### config.mk
export PLATFORM = sky130hd
export DESIGN_NAME = pc_queue_unit
export DESIGN_NICKNAME = d
export VERILOG_FILES = /design/src/rtl/pc_queue_unit.sv
export SDC_FILE = /design/constraint.sdc
export NUM_CORES = 1
export LEC_CHECK = 0
export ABC_CLOCK_PERIOD_IN_PS = 5400
export CAP_MARGIN = 20
export CORE_MARGIN = 3
export CORE_UTILIZATION = 42
export DETAILED_ROUTE_END_ITERATION = 10
export PLACE_DENSITY = 0.91
export SLEW_MARGIN = 20
export SYNTH_ARGS = -nofsm -noshare
export SYNTH_HDL_FRONTEND = slang
export SYNTH_SLANG_ARGS = --single-unit
### constraint.sdc
create_clock -name clk -period 5.4 [get_ports clk]
set_input_delay 1.62 -clock clk [delete_from_list [all_inputs] [get_ports clk]]
set_output_delay 1.62 -clock clk [all_outputs]
set_load 0.05 [all_outputs]
### src/rtl/pc_queue_unit.sv
// Two-entry PC queue (front/back) with delayed-branch and nullify handling.
// Optional taken-branch counter enabled by defining PCQ_BRANCH_CNT_EN.
//
// state      | meaning
// -----------+-------------------------------------------------------------
// ST_RUN     | normal flow; branches and nullify requests are honoured
// ST_NULLIFY | instruction entering b_pc is squashed; it cannot branch/nullify
module pc_queue_unit (
    input  logic       clk,
    input  logic       reset_n,
    input  logic       le,
    input  logic       br_taken,
    input  logic [7:0] ta,
    input  logic       nullify_in,
    output logic [7:0] f_pc,
    output logic [7:0] b_pc,
    output logic [7:0] nxt_pc,
    output logic       squash,
    output logic [7:0] br_cnt
);

    typedef enum logic {
        ST_RUN     = 1'b0,
        ST_NULLIFY = 1'b1
    } state_t;

    localparam logic [7:0] RST_B_PC = 8'h00;
    localparam logic [7:0] RST_F_PC = 8'h04;
    localparam logic [7:0] PC_STEP  = 8'h04;

    state_t     state_q, state_d;
    logic [7:0] f_pc_q, f_pc_d;
    logic [7:0] b_pc_q, b_pc_d;
    logic       squash_q, squash_d;
    logic       take_branch;

    always_ff @(posedge clk) begin
        if (!reset_n) begin
            state_q  <= ST_RUN;
            f_pc_q   <= RST_F_PC;
            b_pc_q   <= RST_B_PC;
            squash_q <= 1'b0;
        end else begin
            state_q  <= state_d;
            f_pc_q   <= f_pc_d;
            b_pc_q   <= b_pc_d;
            squash_q <= squash_d;
        end
    end

    // A nullified instruction's branch request never redirects fetch.
    assign take_branch = (state_q == ST_RUN) && br_taken;
    assign nxt_pc      = take_branch ? {ta[7:2], 2'b00} : (f_pc_q + PC_STEP);

    always_comb begin
        state_d  = state_q;
        f_pc_d   = f_pc_q;
        b_pc_d   = b_pc_q;
        squash_d = squash_q;
        if (le) begin
            b_pc_d = f_pc_q;
            f_pc_d = nxt_pc;
            case (state_q)
                ST_RUN: begin
                    if (nullify_in) begin
                        state_d  = ST_NULLIFY;
                        squash_d = 1'b1;
                    end else begin
                        state_d  = ST_RUN;
                        squash_d = 1'b0;
                    end
                end
                ST_NULLIFY: begin
                    state_d  = ST_RUN;
                    squash_d = 1'b0;
                end
                default: begin
                    state_d  = ST_RUN;
                    squash_d = 1'b0;
                end
            endcase
        end
    end

`ifdef PCQ_BRANCH_CNT_EN
    logic [7:0] br_cnt_q, br_cnt_d;

    always_comb begin
        br_cnt_d = br_cnt_q;
        if (le && take_branch && (br_cnt_q != 8'hFF)) begin
            br_cnt_d = br_cnt_q + 8'd1;
        end
    end

    always_ff @(posedge clk) begin
        if (!reset_n) begin
            br_cnt_q <= 8'h00;
        end else begin
            br_cnt_q <= br_cnt_d;
        end
    end

    assign br_cnt = br_cnt_q;
`else
    assign br_cnt = 8'h00;
`endif

    assign f_pc   = f_pc_q;
    assign b_pc   = b_pc_q;
    assign squash = squash_q;

endmodule

## Yosys cells after proc, flatten, opt, wreduce, memory -nomap -nowiden

Index checks and enable logic that the tools add are counted.

| cells by class | value |
|---|---|
| mux-type cells | 3 |
| bitwise operators | 1 |
| reductions and logical operators | 1 |
| add/sub/neg operators | 1 |

Operator list:

| operator | number |
|---|---|
| $add A8 B3 Y8 const B | 1 |
| $mux W8 | 1 |
| $pmux W1 S2 | 1 |
| $logic_and A1 B1 Y1 | 1 |
| $mux W1 | 1 |
| $not A1 Y1 | 1 |

| word-level totals | value |
|---|---|
| register bits | 17 |
| output and inout port bits | 33 |
| input port bits | 13 |

## Depth between registers and ports, before layout

Gate-level depths: netlist of the first run.

| depth | value |
|---|---|
| depth after elaboration | 3 |
| depth in mapped cells | 6 |
| depth with buffers taken out | 5 |

## Worst setup path after synthesis of the first run

No wires, ideal clock.

| timing path | value |
|---|---|
| path type | input to output |
| from | in br_taken |
| to | out nxt_pc[4] |
| path buffers | 2 |
| arrival | 3.163 ns |
| required time | 3.780 ns |
| slack | 0.617 ns |
| stages on the path | 4 |
| cell sequence | nor2b_1 > clkbuf_2 > buf_8 > o21ai_0 |

| between the ends | value |
|---|---|
| word-level cells in the longest chain between the ends | 2 |

Ends and longest elaborated chain:

| what | line | source |
|---|---|---|
| start: declaration | 12 | `input logic br_taken,` |
| $logic_and A1 B1 Y1 | 52 | `assign take_branch = (state_q == ST_RUN) && br_taken;` |
| $mux W8 | 53 | `assign nxt_pc = take_branch ? {ta[7:2], 2'b00} : (f_pc_q + PC_STEP);` |
| end: declaration | 17 | `output logic [7:0] nxt_pc,` |

No other way between the ends.

## Worst setup path after layout of the first run

| timing path | value |
|---|---|
| from | in br_taken |
| to | out nxt_pc[7] |

The elaborated chain is that of the path after synthesis.

==> results of run 1 <==
final timing paths:
check	startpoint	slack, ns	endpoint	cells after the start
setup / recovery	br_taken	0.58	nxt_pc[7]	6
hold reg to reg	b_pc[7]	0.50	b_pc[7]	2
hold / removal	b_pc[7]	0.50	b_pc[7]	2
setup reg to reg	f_pc[4]	3.86	f_pc[7]	4
worst max-delay path, delay by kind of cell:
kind,cells,cell delay (ns)
buffers and inverters,3,0.87
AND/OR/NAND/NOR,3,0.70
power breakdown:
part | switching [mW] | internal, mW | leakage (nW)
sequential | 0.00763 | 0.131 | 0.139
combinational | 0.0708 | 0.0347 | 0.361
clock | 0.0369 | 0.0287 | 0.0150
cell usage in the layout, fill, tap and decap left out, drive strengths merged:
cell,n
clkdlybuf4s50,27
dfxtp,17
nor2,12
mux2i,10
buf,9
o21ai,8
conb,8
nand3b,6
and3,5
nand3,4
clkbuf,4
nor2b,3
nand2,3
xnor2,3
a22oi,3
o31ai,2
nand2b,2
a31oi,2
or3,1
mux2,1
inv,1
or4b,1
and2b,1
a21oi,1
ha,1
metal layers:
layer | part of all wire, % | wire length [um] | track usage, % | vias up
li1 | - | - | - | 404
met1 | 44 | 892 | 19.5 | 370
met2 | 48 | 964 | 25.8 | 33
met3 | 8.1 | 163 | 4.56 | 0
met4 | 0 | 0 | 3.83 | 0
met5 | 0 | 0 | 0 | -
flip-flops by register name (all words and copies together), names as in the netlist:
| signal | flops |
|---|---|
| b_pc | 8 |
| f_pc | 8 |
| squash | 1 |
cells in the mapped netlist:
library cell	count
o31ai_1	2
a22oi_1	3
nand2_1	3
clkbuf_1	1
nor2_1	12
nor2b_1	3
clkbuf_2	1
ha_1	1
xnor2_1	3
buf_6	1
or4b_1	1
and2b_1	1
buf_4	9
dfxtp_1	17
nand3b_1	6
a21oi_1	1
buf_8	1
inv_1	1
and3_2	1
a31oi_1	2
mux2i_1	10
o21ai_0	8
and3_1	4
conb_1	1
mux2_2	1
nand3_1	4
buf_1	1
nand2b_1	2
or3_2	1
metrics by stage:
stage	worst slack (ns)	total power, mW	area, um^2	std cells	hold slack, ns
floorplan	0.617	0.221	936	109	0.737
global placement	0.606	0.245	1200	158	0.476
detailed placement	0.588	0.247	1200	158	0.485
CTS	0.583	0.313	1230	162	0.507
global route	0.505	0.323	1230	162	0.525
finish	0.582	0.309	1230	162	0.496
final cells by class:
class | instances | area share [%]
clock buffer | 4 | 2.14
inverter | 1 | 0.306
multi-input combinational | 77 | 39.6
sequential | 17 | 27.7
tap | 27 | 2.75
timing repair buffer | 36 | 27.5
cell families after synthesis:
| family | count (synthesis) | share of synthesized area [%] |
|---|---|---|
| XOR/XNOR | 3 | 2.89 |
| adder cells (fa/ha/maj) | 1 | 1.38 |
| flip-flops | 17 | 37.4 |
| AND/OR/NAND/NOR | 38 | 23.1 |
| other | 1 | 0.412 |
| AO/OA/AOI/OAI | 16 | 10.5 |
| multiplexers | 11 | 12.2 |
| buffers and inverters | 15 | 12.1 |
==> run_results.csv, run 1 <==
group,metric,value,unit
timing,slew_violations,0,
timing,hold_viol_final,0,
die,fp.dieH,52.5,um
timing,finalCriticalPeriod,4.82,ns
placed_design,gp_congestion,0.700,
clock_tree,numClockSinks,17,
logic_synthesis,synth_area_leaders,"dfxtp_1 37%, mux2i_1 11%, buf_4 7.4%",
layout,nets,150,
logic_synthesis,synth.distinct_cells,29,
die,ios,46,
timing,finClkSkew,0.00277,ns
die,dieArea,2760,um^2
layout,nFillCells,188,
drt,ant_nets,0,
clock_tree,h-tree-depth,1,
critical_path,cp.arrival,3.20,ns
layout,seqCellArea,340,um^2
critical_path,cpMaxStageDelayCell,"clkdlybuf4s50_1",
logic_synthesis,synth_top_area_share,37.4,%
critical_path,path_common_cell,"buf_4",
logic_synthesis,syn-cell-area,910,um^2
clock_tree,clockBufferDepth,2,
timing,totalNegativeSetupSlack,0,ns
placed_design,dp_hpwl,1490,um
clock_tree,numCtsBuffers,3,
logic_synthesis,ys_seq_area_share,37.4,%
timing,worst-slew-pin-transition,0.881,ns
critical_path,critPathMaxStageDelay,0.47,ns
critical_path,worst-setup-path-type,"in2out",
global_routing,grt_pass1_vias,754,
global_routing,antenna_found_initial,0,
die,rows,16,
pwr,peakVddDrop,182,uV
global_routing,track_usage,15.5,%
logic_synthesis,yosys.area.top_type,"dfxtp_1",
clock_tree,post_cts_resized,0,
layout,multi_input_area,485,um^2
timing,period_share,89.2,%
logic_synthesis,syn_area_per_cell,8.92,um^2
drt,wire_per_inst,12.5,um
clock_tree,clk_latency,0.28,ns
logic_synthesis,synth-seq-cells,17,
layout,drive_gt1_share,11.1,%
global_routing,grt_max_degree,23,
run,maxCapViolCount,0,
timing,fmax,208,MHz
worst_hold_path,hold_path.class,"reg2reg",
critical_path,cp.required,3.78,ns
die,die_w,52.5,um
clock_tree,tritoncts,"built",
logic_synthesis,syn_inst,102,
drt,first_iter_violations,12,
critical_path,crit_path_max_fanout,19,
layout,diodes,0,
timing,finalSetupViolCount,0,
placed_design,port_buffers,35,
global_routing,grt_first_pass_wirelength,3270,um
critical_path,start_kind,"primary input",
clock_tree,ctsHoldBuffers,0,
global_routing,grt-ovfl-total,0,
clock_tree,clk_pin_slew,0.09,ns
drt,routed_via_density,4.98,
critical_path,path_cells,"clkdlybuf4s50_1 -> nor2b_1 -> buf_4 -> or3_2 -> nand3_1 -> buf_4",
drt,drc,0,
status,status,"complete, no violations",
pwr,p_leak,0.515,nW
die,core,2000,um^2
layout,syn_to_final_growth,34.9,%
pwr,power_density,252,nW/um^2
timing,slew_headroom,41.1,%
layout,final_util,61.3,%
die,start_util,45.4,%
clock_tree,root_buffer,"clkbuf_4",
drt,wirelength,2020,um
drt,num_vias,807,
timing,rsz0062_at_grt,"no",
drt,firstDrtPassIters,4,
critical_path,end_kind,"output port",
logic_synthesis,synth_warnings,0,
clock_tree,postCtsSetupBuffers,0,
Note: power is estimated with default switching activity, not from simulation.
==> run 2: changes to the inputs <==
PLACE_DENSITY = 0.88   (was 0.91)
REMOVE_ABC_BUFFERS = 1   (was unset)
TNS_END_PERCENT = 10   (was unset)
==> run 2 against run 1 <==
Core utilization increased by 0.37 points. Fmax increased by 0.73%. Cell count is 0.62% higher. Clock skew is 0.0013 ns lower. Critical endpoint unchanged. Largest power group unchanged. Hold slack better by 0.0072 ns. Sequential cell count unchanged. Largest cell class unchanged. Combinational power about the same. First-iteration DRC count is 42% lower. Die area unchanged.
==> run_results.csv, run 2 (synthesis gave the netlist of run 1 again) <==
group,metric,value,unit
clock_tree,root_buffer,"clkbuf_4",
layout,stdcell_count,163,
timing,totalNegativeSetupSlack,0,ns
clock_tree,post_cts_resized,0,
run,maxCapViolCount,0,
timing,holdWs,0.503,ns
critical_path,crit_path_max_fanout,10,
layout,final_cell_mix,"27 x clkdlybuf4s50_1, 17 x dfxtp_1, 12 x nor2_1",
critical_path,cp.arrival,3.16,ns
critical_path,crit_start,"br_taken",
pwr,peakVddDrop,165,uV
layout,syn_to_final_growth,35.8,%
pwr,p_leak,0.520,nW
timing,fmax,209,MHz
placed_design,dp.cells,159,
timing,period_share,88.6,%
global_routing,grt_max_degree,23,
critical_path,critPathMaxStageDelay,0.48,ns
critical_path,cpMaxStageDelayCell,"clkdlybuf4s50_1",
drt,first_iter_violations,7,
worst_hold_path,worstHoldStart,"b_pc[6]",
clock_tree,clk_latency,0.29,ns
global_routing,antenna_found_initial,0,
drt,ant_nets,0,
clock_tree,numClockSinks,17,
timing,slew_headroom,37.0,%
drt,wirelength,2090,um
clock_tree,h-tree-depth,1,
die,fp.dieH,52.5,um
placed_design,port_buffers,35,
critical_path,path_cells,"clkdlybuf4s50_1 -> nor2b_1 -> buf_4 -> or3_2 -> nand3_1 -> buf_4",
drt,wire_per_inst,12.8,um
timing,worst-slew-pin-transition,0.942,ns
die,start_util,45.4,%
drt,num_vias,808,
critical_path,cp.required,3.78,ns
global_routing,grt_first_pass_wirelength,3470,um
die,die_w,52.5,um
layout,nets,151,
timing,finalCriticalPeriod,4.78,ns
timing,hold_viol_final,0,
critical_path,path_common_cell,"buf_4",
global_routing,grt_pass1_vias,798,
clock_tree,postCtsSetupBuffers,0,
die,core,2000,um^2
clock_tree,tritoncts,"built",
critical_path,cp_top_family,"buffers and inverters",
placed_design,gp_congestion,0.749,
die,dieArea,2760,um^2
critical_path,end_kind,"output port",
status,status,"complete, no violations",
layout,diodes,0,
worst_hold_path,hold_path.class,"reg2reg",
timing,finClkSkew,0.00143,ns
layout,drive_gt1_share,11.8,%
critical_path,cp_num_buf_inv,3,
drt,firstDrtPassIters,4,
global_routing,grt-ovfl-total,0,
clock_tree,clk_pin_slew,0.09,ns
critical_path,timing.rr.start,"squash",
global_routing,track_usage,17.3,%
drt,routed_via_density,4.96,
critical_path,worst-setup-path-type,"in2out",
drt,drc,0,
pwr,power_density,253,nW/um^2
critical_path,start_kind,"primary input",
die,rows,16,
timing,rsz0062_at_grt,"no",
layout,final_common_cell,"clkdlybuf4s50_1",
placed_design,dp_hpwl,1540,um
timing,finalSetupViolCount,0,
timing,slew_violations,0,
clock_tree,numCtsBuffers,3,
clock_tree,ctsHoldBuffers,0,
clock_tree,clockBufferDepth,2,
die,ios,46,
## run 2: routing by layer
metal  up-vias  track usage (%)  wire [um]
li1        406                -          -
met1       369             19.2        858
met5         -                0          0
met2        29             27.3       1020
met4         0             9.79         29
met3         4             7.69        184
## run 2: area by class of cell
cell class | instances | area (um^2)
Clock buffer | 4 | 26.3
Fill cell | 173 | 767
Inverter | 1 | 3.75
Multi-Input combinational cell | 77 | 485
Sequential cell | 17 | 340
Tap cell | 27 | 33.8
Timing Repair Buffer | 37 | 345
## run 2: through the flow
stage / cell area [um^2] / util [%] / total power, mW / worst slack [ns]
floorplan: 830 / - / 0.211 / 0.693
global placement: 1210 / 60.4 / 0.245 / 0.647
detailed placement: 1210 / 60.4 / 0.248 / 0.625
CTS: 1230 / 61.7 / 0.317 / 0.628
global route: 1230 / 61.7 / 0.328 / 0.538
finish: 1230 / 61.7 / 0.313 / 0.616
## run 2: worst paths after layout
path / to / slack [ns] / cells after the start
max: nxt_pc[7] / 0.62 / 6
min: b_pc[6] / 0.50 / 2
max reg2reg: f_pc[7] / 3.84 / 5
min reg2reg: b_pc[6] / 0.50 / 2
## run 2: power by group
group	internal, mW	total (mW)	switching [mW]	leakage, nW
Sequential	0.131	0.138	0.00753	0.139
Combinational	0.0354	0.106	0.0710	0.366
Clock	0.0287	0.0682	0.0394	0.0150
Total	0.195	0.313	0.118	0.520
## run 2: tightest hold or removal path: stages (launching register included)
cell and delay, ns:
dfxtp_1 0.34, mux2i_1 0.06, nor2_1 0.07
==> run 3: changes to the inputs <==
ABC_AREA = 1   (was unset)
CORE_UTILIZATION = 41   (was 42)
PLACE_DENSITY = 0.87   (was 0.88)
==> run 3 against run 2 <==
Hold slack got worse by 0.017 ns. Final area decreased by 0.91%. Setup slack got worse by 0.27 ns. Clock power increased by 0.9%. Sequential share of layout area increased by 0.25 points. Total power increased by 7.8%. Via count increased by 4.5%. Global-route usage decreased by 0.92 points. Routed wire length decreased by 1.1%. Die area about the same. Fmax decreased by 5.4%. Critical endpoint unchanged. Largest power group unchanged. Highest routed layer unchanged.
==> run_results.csv, run 3 <==
group,metric,value,unit
drt,firstDrtPassIters,4,
layout,nets,170,
clock_tree,tritoncts,"built",
drt,ant_nets,0,
global_routing,antenna_found_initial,0,
clock_tree,numClockSinks,17,
global_routing,track_usage,16.4,%
worst_hold_path,hold_depth,2,
worst_hold_path,holdPathEnd,"f_pc[1]",
pwr,peakVddDrop,173,uV
timing,period_share,93.6,%
timing,fin_ws,0.345,ns
critical_path,worstRegToRegCells,7,
critical_path,crit_path_max_fanout,12,
die,ios,46,
clock_tree,clockBufferDepth,2,
logic_synthesis,syn-cell-area,888,um^2
global_routing,grt_max_degree,24,
layout,nFillCells,199,
logic_synthesis,syn_inst,121,
status,status,"complete, no violations",
placed_design,place_ws,0.353,ns
critical_path,rr_endpoint,"f_pc[6]",
pwr,p_leak,0.557,nW
logic_synthesis,synth_area_leaders,"dfxtp_1 38%, nand2_1 8.5%, buf_4 7.6%",
layout,final_common_cell,"clkdlybuf4s50_1",
pwr,power_density,276,nW/um^2
logic_synthesis,synth_top_area_share,38.3,%
global_routing,grt-ovfl-total,0,
critical_path,timing.rr.start,"f_pc[2]",
timing,finalSetupViolCount,0,
logic_synthesis,synth_warnings,0,
global_routing,use_met3,2.85,%
drt,wire_per_inst,11.4,um
logic_synthesis,syn_area_per_cell,7.34,um^2
logic_synthesis,yosys.area.top_type,"dfxtp_1",
critical_path,end_kind,"output port",
layout,diodes,0,
worst_hold_path,hold_path.class,"reg2reg",
logic_synthesis,synth.most_common_cell,"nand2_1",
drt,wirelength,2070,um
layout,final_cell_mix,"35 x clkdlybuf4s50_1, 20 x nand2_1, 17 x nor2_1, 17 x dfxtp_1, 13 x inv_1",
logic_synthesis,synth_async_sr_flop_share,0,%
critical_path,cp.required,3.78,ns
logic_synthesis,synth-seq-cells,17,
clock_tree,numCtsBuffers,3,
timing,worst-slew-pin-transition,0.820,ns
layout,syn_to_final_growth,37.7,%
critical_path,worst-setup-path-type,"in2out",
logic_synthesis,synth_common_cells,"20 x nand2_1, 17 x dfxtp_1, 17 x nor2_1",
die,core,2000,um^2
global_routing,busiest_layer,"met2",
logic_synthesis,synth.distinct_cells,22,
clock_tree,clk_pin_slew,0.10,ns
timing,slew_violations,0,
timing,totalNegativeSetupSlack,0,ns
global_routing,grt_first_pass_wirelength,3370,um
clock_tree,ctsHoldBuffers,0,
timing,fmax,198,MHz
timing,finalCriticalPeriod,5.06,ns
logic_synthesis,synth-edff-count,0,
worst_hold_path,worstHoldStart,"f_pc[1]",
timing,slew_headroom,45.2,%
timing,rsz0062_at_grt,"no",
drt,routed_via_density,4.64,
global_routing,use_met1,18.5,%
die,fp.dieH,52.5,um
critical_path,rrSetupSlack,4.02,ns
run,maxCapViolCount,0,
die,rows,16,
clock_tree,root_buffer,"clkbuf_4",
logic_synthesis,synth_flop_cell,"dfxtp_1",
timing,hold_viol_final,0,
die,start_util,44.4,%
critical_path,cp.arrival,3.44,ns
clock_tree,postCtsSetupBuffers,0,
clock_tree,clk_latency,0.29,ns
global_routing,grt_util_met2,28.9,%
global_routing,grt_pass1_vias,817,
clock_tree,h-tree-depth,1,
die,die_w,52.5,um
drt,drc,0,
die,dieArea,2760,um^2
placed_design,gp_congestion,0.738,
placed_design,port_buffers,35,
critical_path,start_kind,"primary input",
drt,num_vias,844,
clock_tree,post_cts_resized,0,
drt,first_iter_violations,9,
timing,finClkSkew,0.00112,ns
layout,drive_gt1_share,9.03,%
logic_synthesis,ys_seq_area_share,38.3,%
placed_design,dp_hpwl,1560,um
[run 3: cell types whose count changed in the layout (fill, tap and decap cells not counted), sizes merged, moves of 6 or more]
cell           before  now
a21oi               1    8
buf                10    0
clkdlybuf4s50      27   35
inv                 1   16
mux2i              10    0
nand2               3   21
nand3               4   10
nand3b              6    0
nor2               12   18
[run 3: area by class of cell]
type | instances | area (um^2) | area share (%)
Multi-Input combinational cell | 83 | 412 | 33.6
Timing Repair Buffer | 35 | 350 | 28.6
Sequential cell | 17 | 340 | 27.8
Inverter | 16 | 60.1 | 4.91
Tap cell | 27 | 33.8 | 2.76
Clock buffer | 3 | 22.5 | 1.84
Clock inverter | 1 | 5.00 | 0.409
[run 3: worst max-delay path, stage by stage]
cell and delay, ns:
clkdlybuf4s50_1 0.46, inv_1 0.06, nor2_4 0.27, inv_1 0.16
nand3_2 0.12, nand2_1 0.05, clkdlybuf4s50_1 0.69
[run 3: cells by family (layout without fill, tap and decap cells)]
group | after synthesis | in the layout | synth area share (%)
other | 1 | 8 | 0.422
adder cells (fa/ha/maj) | 1 | 1 | 1.41
flip-flops | 17 | 17 | 38.3
buffers and inverters | 28 | 55 | 18.3
AND/OR/NAND/NOR | 49 | 49 | 24.4
XOR/XNOR | 3 | 3 | 2.96
AO/OA/AOI/OAI | 22 | 22 | 14.2
[run 3: how the worst max path moves through the flow]
stage	start	endpoint	slack [ns]	cells after the start
after floorplan	br_taken	nxt_pc[0]	1.33	3
after global placement	br_taken	nxt_pc[7]	0.36	7
after detailed placement	br_taken	nxt_pc[7]	0.35	7
after CTS	br_taken	nxt_pc[7]	0.34	7
after global routing	br_taken	nxt_pc[6]	0.23	7
final	br_taken	nxt_pc[7]	0.34	7
[run 3: routing by layer]
layer  vias to the layer above  share of wire (%)
met1                       383                 44
met4                         0               0.87
met5                         -                  0
met2                        26                 50
met3                         2                5.1
li1                        433                  -
[run 3: stage by stage]
stage	total power, mW	hold WS (ns)	cell area [um^2]	util, %	instances
after floorplan	0.229	0.708	812	-	116
after global placement	0.270	0.466	1200	59.8	178
after detailed placement	0.271	0.472	1200	59.8	178
after CTS	0.341	0.487	1220	61.1	182
after global routing	0.356	0.530	1220	61.1	182
final	0.337	0.486	1220	61.1	182
[run 3: power breakdown]
part           switching (mW)  leakage [nW]  internal (mW)
clock network          0.0413        0.0177         0.0275
registers             0.00834         0.140          0.133
logic                  0.0872         0.399         0.0397
==> edit: new RTL, config.mk and constraints of run 2 <==
The option `PCQ_BRANCH_CNT_EN` is turned on by a define.
--- a/src/rtl/pc_queue_unit.sv
+++ b/src/rtl/pc_queue_unit.sv
@@ -6,4 +6,6 @@
 // ST_RUN     | normal flow; branches and nullify requests are honoured
 // ST_NULLIFY | instruction entering b_pc is squashed; it cannot branch/nullify
+`define PCQ_BRANCH_CNT_EN
+
 module pc_queue_unit (
     input  logic       clk,
Formal check against the unedited RTL: not equivalent (a bounded check fails within 4 cycles, from zero or initial values and one cycle with reset_n low).
==> edit against run 2 <==
- setup slack better by 27 ps
- design area is 36% higher
- area after synthesis is 35% higher
- routed wire length is 39% higher
- hold slack better by 3.3 ps
- power is 23% higher
- utilization is 2.8 points higher
- non-clock buffer count is 8 higher
- sequential cell count is 8 higher
- largest cell class unchanged
==> edit: results (changes against run 2) <==
- Worst vdd ir: 0.0001839 V (was 0.0001650 V)
- WL/cell: 13.95 µm (was 12.83 µm)
- Vias in the first global route: 1,023 (was 798)
- Final #Nets: 195 (was 151)
- Area contributors post-synth: dfxtp_1, mux2i_1, nor2_1 (was dfxtp_1, mux2i_1, buf_4)
- Min-Delay Endpoint: b_pc[3] (was b_pc[6])
- Pre-CTS setup slack: 640.1 ps (was 625.2 ps)
- Status: complete, no violations (unchanged)
- Compound-gate portion of the synthesized area: 11.03% (was 10.45%)
- DR WL met2: 1.389 mm (was 1.019 mm)
- Initial drt markers: 35 (was 7)
- DR vias: 1,152 (was 808)
- Adder-cell share of the synthesized area: 2.043% (was 1.376%)
- Clock Latency Late Sink: 310 ps (was 290 ps)
- Reg2reg end: br_cnt[7] (was f_pc[7])
- Share of layout cells above drive strength 1: 9.497% (was 11.76%)
- LEAKAGE: 0.6644 nW (was 0.5200 nW)
- Routed vias/inst: 5.512 (was 4.957)
- Switching part of the total power: 33.17% (was 37.71%)
- Post-synth top cells: dfxtp_1, nor2_1, mux2i_1 (unchanged)
- GRT Total Usage: 16.87% (was 17.31%)
- Syn Inst Count: 136 (was 102)
- Slew at the pin closest to its max-slew limit: 541.5 ps (was 941.7 ps)
- Seq/Total Area, Yosys: 40.86% (was 37.41%)
- Port Buffers: 43 (was 35)
- WP data arrival: 3140 ps (was 3160 ps)
- Placed Cells: 205 (was 159)
- Fmax: 0.2102 GHz (was 0.2090 GHz)
- Clock transition at path regs: 130 ps (was 90 ps)
- First-pass GRT wire length: 4.671 mm (was 3.470 mm)
- Hold path startpoint: b_pc[3] (was b_pc[6])
## edit: cell count changes after synthesis, moves of 2 or more
cell     delta
and3_1      +2
buf_4       -8
dfxtp_1     +8
nand2_1     +2
nand3_1     +5
nand4_1     +3
nor2_1      +7
o21ai_0     +2
xnor2_1     +2
xor2_1      +2
## edit: critical path, cell delays in order
cell	delay, ps
clkdlybuf4s50_1	510
nor2b_1	180
buf_4	190
or3_1	350
nand3_1	130
buf_12	150
## edit: power by group through the flow
stage                     Combinational, mW  Clock (mW)  Sequential [mW]
after global routing                  0.111      0.0911            0.201
after detailed placement              0.105           0            0.204
after global placement                0.104           0            0.203
final                                 0.105      0.0815            0.200
after CTS                             0.106      0.0850            0.200
after floorplan                      0.0434           0            0.224
## edit: layout make-up
type | count | area (µm²)
Tap cell | 30 | 37.54
Timing Repair Buffer | 45 | 437.9
Clock inverter | 1 | 5.005
Sequential cell | 25 | 500.5
Inverter | 1 | 3.754
Fill cell | 224 | 928.4
Multi-Input combinational cell | 104 | 676.9
Clock buffer | 3 | 22.52
## edit: routing by layer
| layer | up-vias | GRT usage, % |
|---|---|---|
| met4 | 0 | 6.013 |
| met3 | 4 | 3.024 |
| met2 | 54 | 27.93 |
| met1 | 514 | 21.78 |
| met5 | - | 0 |
| li1 | 580 | - |
## edit: cells by family after synthesis
family,Yosys count
AO/OA/AOI/OAI,22
multiplexers,13
buffers and inverters,7
XOR/XNOR,7
adder cells (fa/ha/maj),2
flip-flops,25
AND/OR/NAND/NOR,60
## edit: through the flow
step	hold slack [ps]	power, mW	util (%)
4_1_cts	513.1	0.3904	64.46
2_1_floorplan	712.7	0.2675	-
6_report	506.8	0.3861	64.46
3_3_place_gp	474.7	0.3074	63.41
5_1_grt	542.6	0.4037	64.46
3_5_place_dp	479.4	0.3091	63.41
